<file path="src/rtl/wires.sv">
// Shared types and constants for the memory arbiter.
package wires;

    typedef enum logic {
        IDLE = 1'b0,
        BUSY = 1'b1
    } arb_state_type;

    localparam int ARB_RR    = 0;
    localparam int ARB_FIXED = 1;

    localparam int ADDR_W = 32;
    localparam int DATA_W = 32;
    localparam int STRB_W = 4;

    typedef struct packed {
        logic              instr;
        logic [ADDR_W-1:0] addr;
        logic [DATA_W-1:0] wdata;
        logic [STRB_W-1:0] wstrb;
    } mem_req_t;

    // Index width that stays legal for a single requester.
    function automatic int idx_width(input int n);
        return (n > 1) ? $clog2(n) : 1;
    endfunction

endpackage

</file>
<file path="src/rtl/arb_picker.sv">
// Combinational grant picker: first requester at or after the pointer (wrapping), or lowest index in fixed mode.
// Zero latency; no backpressure, result is only sampled by the arbiter while idle.
module arb_picker
    import wires::*;
#(
    parameter int NPORTS = 2,
    parameter int IW     = idx_width(NPORTS)
) (
    input  logic [NPORTS-1:0] req,
    input  logic [IW-1:0]     ptr,
    input  logic              fixed,
    output logic [NPORTS-1:0] grant,
    output logic [IW-1:0]     idx,
    output logic              any
);

    logic [IW-1:0] start;
    logic [IW-1:0] cidx;

    always_comb begin
        grant = '0;
        idx   = '0;
        any   = 1'b0;
        cidx  = '0;
        start = fixed ? '0 : ptr;
        for (int k = 0; k < NPORTS; k++) begin
            cidx = IW'((int'(start) + k) % NPORTS);
            if (!any && req[cidx]) begin
                any         = 1'b1;
                grant[cidx] = 1'b1;
                idx         = cidx;
            end
        end
    end

endmodule

</file>
<file path="src/rtl/mem_arbiter.sv">
// N-requester memory arbiter: one cycle request-to-mem_valid, zero-cycle mem_ready-to-req_ready, one idle bubble between grants.
// Granted requester holds its request until req_ready; optional timeout completes the transaction with req_error.
module mem_arbiter
    import wires::*;
#(
    parameter int NPORTS   = 2,
    parameter int ARB_MODE = ARB_RR,
    parameter int TIMEOUT  = 1024
) (
    input  logic                     clk,
    input  logic                     rst,
    input  logic [NPORTS-1:0]        req_valid,
    input  logic [NPORTS-1:0]        req_instr,
    input  logic [ADDR_W*NPORTS-1:0] req_addr,
    input  logic [DATA_W*NPORTS-1:0] req_wdata,
    input  logic [STRB_W*NPORTS-1:0] req_wstrb,
    output logic [DATA_W*NPORTS-1:0] req_rdata,
    output logic [NPORTS-1:0]        req_ready,
    output logic [NPORTS-1:0]        req_error,
    output logic                     mem_valid,
    output logic                     mem_instr,
    output logic [ADDR_W-1:0]        mem_addr,
    output logic [DATA_W-1:0]        mem_wdata,
    output logic [STRB_W-1:0]        mem_wstrb,
    input  logic [DATA_W-1:0]        mem_rdata,
    input  logic                     mem_ready
);

    localparam int IW = idx_width(NPORTS);
    localparam int CW = (TIMEOUT > 0) ? $clog2(TIMEOUT + 1) : 1;
    localparam logic [CW-1:0] CNT_MAX  = '1;
    localparam logic [CW-1:0] CNT_LAST = (TIMEOUT > 0) ? CW'(TIMEOUT - 1) : '0;

    arb_state_type     state, state_nxt;
    logic [IW-1:0]     g, g_nxt;
    logic [NPORTS-1:0] g_oh, g_oh_nxt;
    logic [IW-1:0]     ptr, ptr_nxt;
    logic [CW-1:0]     cnt, cnt_nxt;

    logic [NPORTS-1:0] pick_grant;
    logic [IW-1:0]     pick_idx;
    logic              pick_any;

    mem_req_t reqs [NPORTS];
    mem_req_t sel;

    arb_picker #(.NPORTS(NPORTS), .IW(IW)) u_picker (
        .req   (req_valid),
        .ptr   (ptr),
        .fixed (ARB_MODE == ARB_FIXED),
        .grant (pick_grant),
        .idx   (pick_idx),
        .any   (pick_any)
    );

    always_comb begin
        for (int i = 0; i < NPORTS; i++) begin
            reqs[i].instr = req_instr[i];
            reqs[i].addr  = req_addr[ADDR_W*i +: ADDR_W];
            reqs[i].wdata = req_wdata[DATA_W*i +: DATA_W];
            reqs[i].wstrb = req_wstrb[STRB_W*i +: STRB_W];
        end
    end

    assign sel = reqs[g];

    always_comb begin
        state_nxt = state;
        g_nxt     = g;
        g_oh_nxt  = g_oh;
        ptr_nxt   = ptr;
        cnt_nxt   = cnt;
        mem_valid = 1'b0;
        mem_instr = 1'b0;
        mem_addr  = '0;
        mem_wdata = '0;
        mem_wstrb = '0;
        req_ready = '0;
        req_error = '0;
        req_rdata = '0;
        case (state)
            IDLE: begin
                if (pick_any) begin
                    state_nxt = BUSY;
                    g_nxt     = pick_idx;
                    g_oh_nxt  = pick_grant;
                    cnt_nxt   = '0;
                    if (ARB_MODE == ARB_RR) begin
                        ptr_nxt = (pick_idx == IW'(NPORTS - 1)) ? '0 : pick_idx + 1'b1;
                    end
                end
            end
            BUSY: begin
                mem_valid = req_valid[g];
                mem_instr = sel.instr;
                mem_addr  = sel.addr;
                mem_wdata = sel.wdata;
                mem_wstrb = sel.wstrb;
                // mem_ready takes precedence over both abandon and timeout expiry
                if (mem_ready) begin
                    req_ready                  = g_oh;
                    req_rdata[DATA_W*g +: DATA_W] = mem_rdata;
                    state_nxt                  = IDLE;
                end else if (!req_valid[g]) begin
                    state_nxt = IDLE;
                end else if (TIMEOUT > 0 && cnt == CNT_LAST) begin
                    req_ready = g_oh;
                    req_error = g_oh;
                    state_nxt = IDLE;
                end else if (cnt != CNT_MAX) begin
                    cnt_nxt = cnt + 1'b1;
                end
            end
            default: state_nxt = IDLE;
        endcase
    end

    always_ff @(posedge clk) begin
        if (rst) begin
            state <= IDLE;
            g     <= '0;
            g_oh  <= '0;
            ptr   <= '0;
            cnt   <= '0;
        end else begin
            state <= state_nxt;
            g     <= g_nxt;
            g_oh  <= g_oh_nxt;
            ptr   <= ptr_nxt;
            cnt   <= cnt_nxt;
        end
    end

endmodule

</file>
<file path="config.mk">
export PLATFORM = sky130hd
export DESIGN_NAME = mem_arbiter
export DESIGN_NICKNAME = d
export VERILOG_FILES = /design/src/rtl/wires.sv /design/src/rtl/arb_picker.sv /design/src/rtl/mem_arbiter.sv
export SDC_FILE = /design/constraint.sdc
export NUM_CORES = 1
export LEC_CHECK = 0
export BUFFER_PORTS_ARGS = -buffer_cell sky130_fd_sc_hd__clkbuf_2
export CORE_AREA = 3 3 119 121
export DETAILED_ROUTE_END_ITERATION = 10
export DIE_AREA = 0 0 122 124
export HOLD_SLACK_MARGIN = 0.03
export SYNTH_ARGS = -nofsm -noshare
export SYNTH_HDL_FRONTEND = slang
export SYNTH_SLANG_ARGS = --single-unit
</file>
<file path="constraint.sdc">
create_clock -name clk -period 1.5 [get_ports clk]
set_clock_uncertainty 0.05 [all_clocks]
set_input_delay 0.15 -clock clk [delete_from_list [all_inputs] [get_ports clk]]
set_output_delay 0.15 -clock clk [all_outputs]
set_load 0.01 [all_outputs]
</file>
==> qor.yml <==
status: "complete, but fails checks"
violations: "negative setup slack"
placedCellCount: 835
area_growth_pct: 142
fin_setup_tns_ns: -13.24
slew_viol_final: 0
critical_path_buf_inv_count: 2
slowest_stage: "dfxtp_4"
root_buffer: "clkbuf_16"
power_frac_seq: 0.187
design.core.area_sq_mm: 0.0132
final_cell_area_sq_mm: 0.00573
reg2regPathDepth: 7
crit_type: "flip-flop to output port"
cts_tree: "yes"
cellPowerDensity_mw_per_mm2: 428
grt_usage: 0.158
grt_pass1_wl_microns: 18800
grt_max_degree: 40
layout_min_cycle_time_ns: 1.68
drive_gt1_frac: 0.712
period_share: 1.12
initialDrtViolationCount: 152
h-tree-depth: 1
initial_utilization: 0.179
total_leakage_power_nw: 2.90
die_h_microns: 124
cts.clk_slew.worst_paths_ns: 0.05
final_common_cell: "clkbuf_2"
cts.sinks: 16
final.setup.worst_slack_ns: -0.177
max_freq_ghz: 0.596
io_buffer_count: 312
cpLargestDelayFamily: "flip-flops"
syn_nets: 512
routed_wl_microns: 15100
r2r-end: "cnt[3]"
worstHoldStart: "rst"
instances_no_fill: 868
crit_chain: "mux2i_1 > buf_4 > o41ai_4 > and2_1 > buf_2"
ys_types: 39
p_switching_mw: 0.857
clockPowerShare: 0.242
hold_slack_ns: 0.167
nets: 869
ys_warn_count: 0
vias: 3836
final_hold_viol_count: 0
swShare: 0.349
slew_headroom: 0.715
cts_max_path_buffers: 2
avgSynthCellArea_sq_um: 7.03
cts_buffers: 3
seq_area_frac_synth: 0.136
grt-ovfl-total: 0
post-place-ws_ns: -0.0416
end_kind: "output port"
power_frac_comb: 0.572
num_rows: 42
die_x_microns: 122
synth_edf_count: 0
die_area_sq_mm: 0.0151
min_path_type: "input pin to flip-flop"
ys_ff_latch: 16
dpl_cell_area_sq_mm: 0.00438
yosys_most_used_dff: "dfxtp_1"
first_global_vias: 3512
critPathLaunchType: "flip-flop"
dp_hpwl_microns: 10700
max_stage_delay_ns: 0.36
antenna_left: 0
synth_area_sq_mm: 0.00236
grt_antenna_before_repair: 1
grt_setup_unrepaired: "yes"
synthArstFlopShare: 0
hold_end: "cnt[2]"
ir_worst_vdd_mv: 0.275
viasPerCell: 4.42
drt-pass1-iter-count: 4
drc: 0
syn-instance-count: 336
insertion_delay_ns: 0.25
internal_power_mw: 1.60
reg2reg_from: "g"
wl_per_cell_microns: 17.4
cap_violations: 0
rrSetupSlack_ns: -0.12
critical_path_required_ns: 1.30
io_pins: 313
antenna_cells: 0
setup-violations-final: 144
crit_fanout: 4
hold_depth: 2
crit_arrival_ns: 1.48
routabilityCongestion: 0.830
tightestPinTransition_ns: 0.427
layout_common_cells: "clkbuf_2 (244), nor2_1 (73), mux2i_1 (65), buf_6 (59), and2_4 (57)"
per-layer routing:
layer / routed length (microns) / track usage
met1: 5910 / 0.208
met2: 7360 / 0.242
met3: 1610 / 0.0663
met4: 197 / 0.0336
met5: 11 / 0
Yosys cell counts, types with 2 or more instances:
master	number	area share
o211ai_1	2	0.0064
and3_1	5	0.013
nand4_1	8	0.021
nand2b_1	2	0.0053
dfxtp_1	16	0.14
o41ai_1	2	0.0074
nor2_1	79	0.13
inv_1	5	0.0079
nand2_1	9	0.014
mux2i_1	71	0.30
clkbuf_1	14	0.022
a21oi_1	10	0.021
a211oi_1	2	0.0064
buf_4	2	0.0064
o32ai_1	2	0.0074
buf_2	8	0.017
and2_1	66	0.17
o311ai_0	4	0.015
or4_1	3	0.0095
nor4_1	2	0.0053
o21ai_0	4	0.0085
nand3_1	3	0.0064
area by class of cell:
class                           instances  area, sq um
Tap cell                              176          220
Inverter                                5         21.3
Fill cell                            1315         7460
Sequential cell                        16          338
Multi-Input combinational cell        290         2320
Timing Repair Buffer                  377         2740
Clock buffer                            4         88.8
kinds of logic (layout without fill, tap and decap cells):
group / after synthesis / count (layout) / share of synthesized area
AO/OA/AOI/OAI: 32 / 32 / 0.0922
adder cells (fa/ha/maj): 1 / 1 / 0.00530
buffers and inverters: 30 / 386 / 0.0583
flip-flops: 16 / 16 / 0.136
multiplexers: 72 / 72 / 0.306
AND/OR/NAND/NOR: 185 / 185 / 0.403
through the flow:
stage,util,total power [mW]
6_report,0.434,2.45
5_1_grt,0.434,2.60
2_1_floorplan,-,0.967
3_3_place_gp,0.332,1.52
4_1_cts,0.377,2.27
3_5_place_dp,0.332,1.53
power by group through the flow:
stage,logic (mW),registers (mW),clock network [mW]
4_1_cts,1.21,0.457,0.604
3_5_place_dp,1.06,0.463,0
6_report,1.40,0.458,0.593
2_1_floorplan,0.513,0.454,0
5_1_grt,1.52,0.459,0.620
3_3_place_gp,1.06,0.463,0
registers in the layout, summed over array words and instances, names as in the netlist:
signal,count
g,1
cnt,11
state,1
ptr,1
g_oh,2
worst max-delay path by stage:
stage	startpoint	to	slack (ns)	depth (start not counted)
floorplan	cnt[0]	cnt[7]	-0.01	5
global placement	state	cnt[6]	-0.03	4
detailed placement	g	cnt[4]	-0.04	5
CTS	cnt[2]	req_ready[0]	-0.22	5
global route	g	req_ready[0]	-0.23	5
finish	g	req_ready[0]	-0.18	5
repair_timing:
item,4_1_cts,5_1_grt
gates cloned,6,6
setup buffers,13,9
endpoints found under the hold margin,0,0
endpoints found under the setup margin,145,147
pin swaps,28,68
hold buffers,0,0
resized for setup,79,205
worst reg2reg max path: cells and delay by family (launching register included):
kind	cells	cell delay (ns)
buffers and inverters	3	0.42
muxes	1	0.12
and+or+nand+nor	2	0.31
AOI/OAI and AO/OA	1	0.27
DFF	1	0.36
Power figures use the tool's default switching activity.
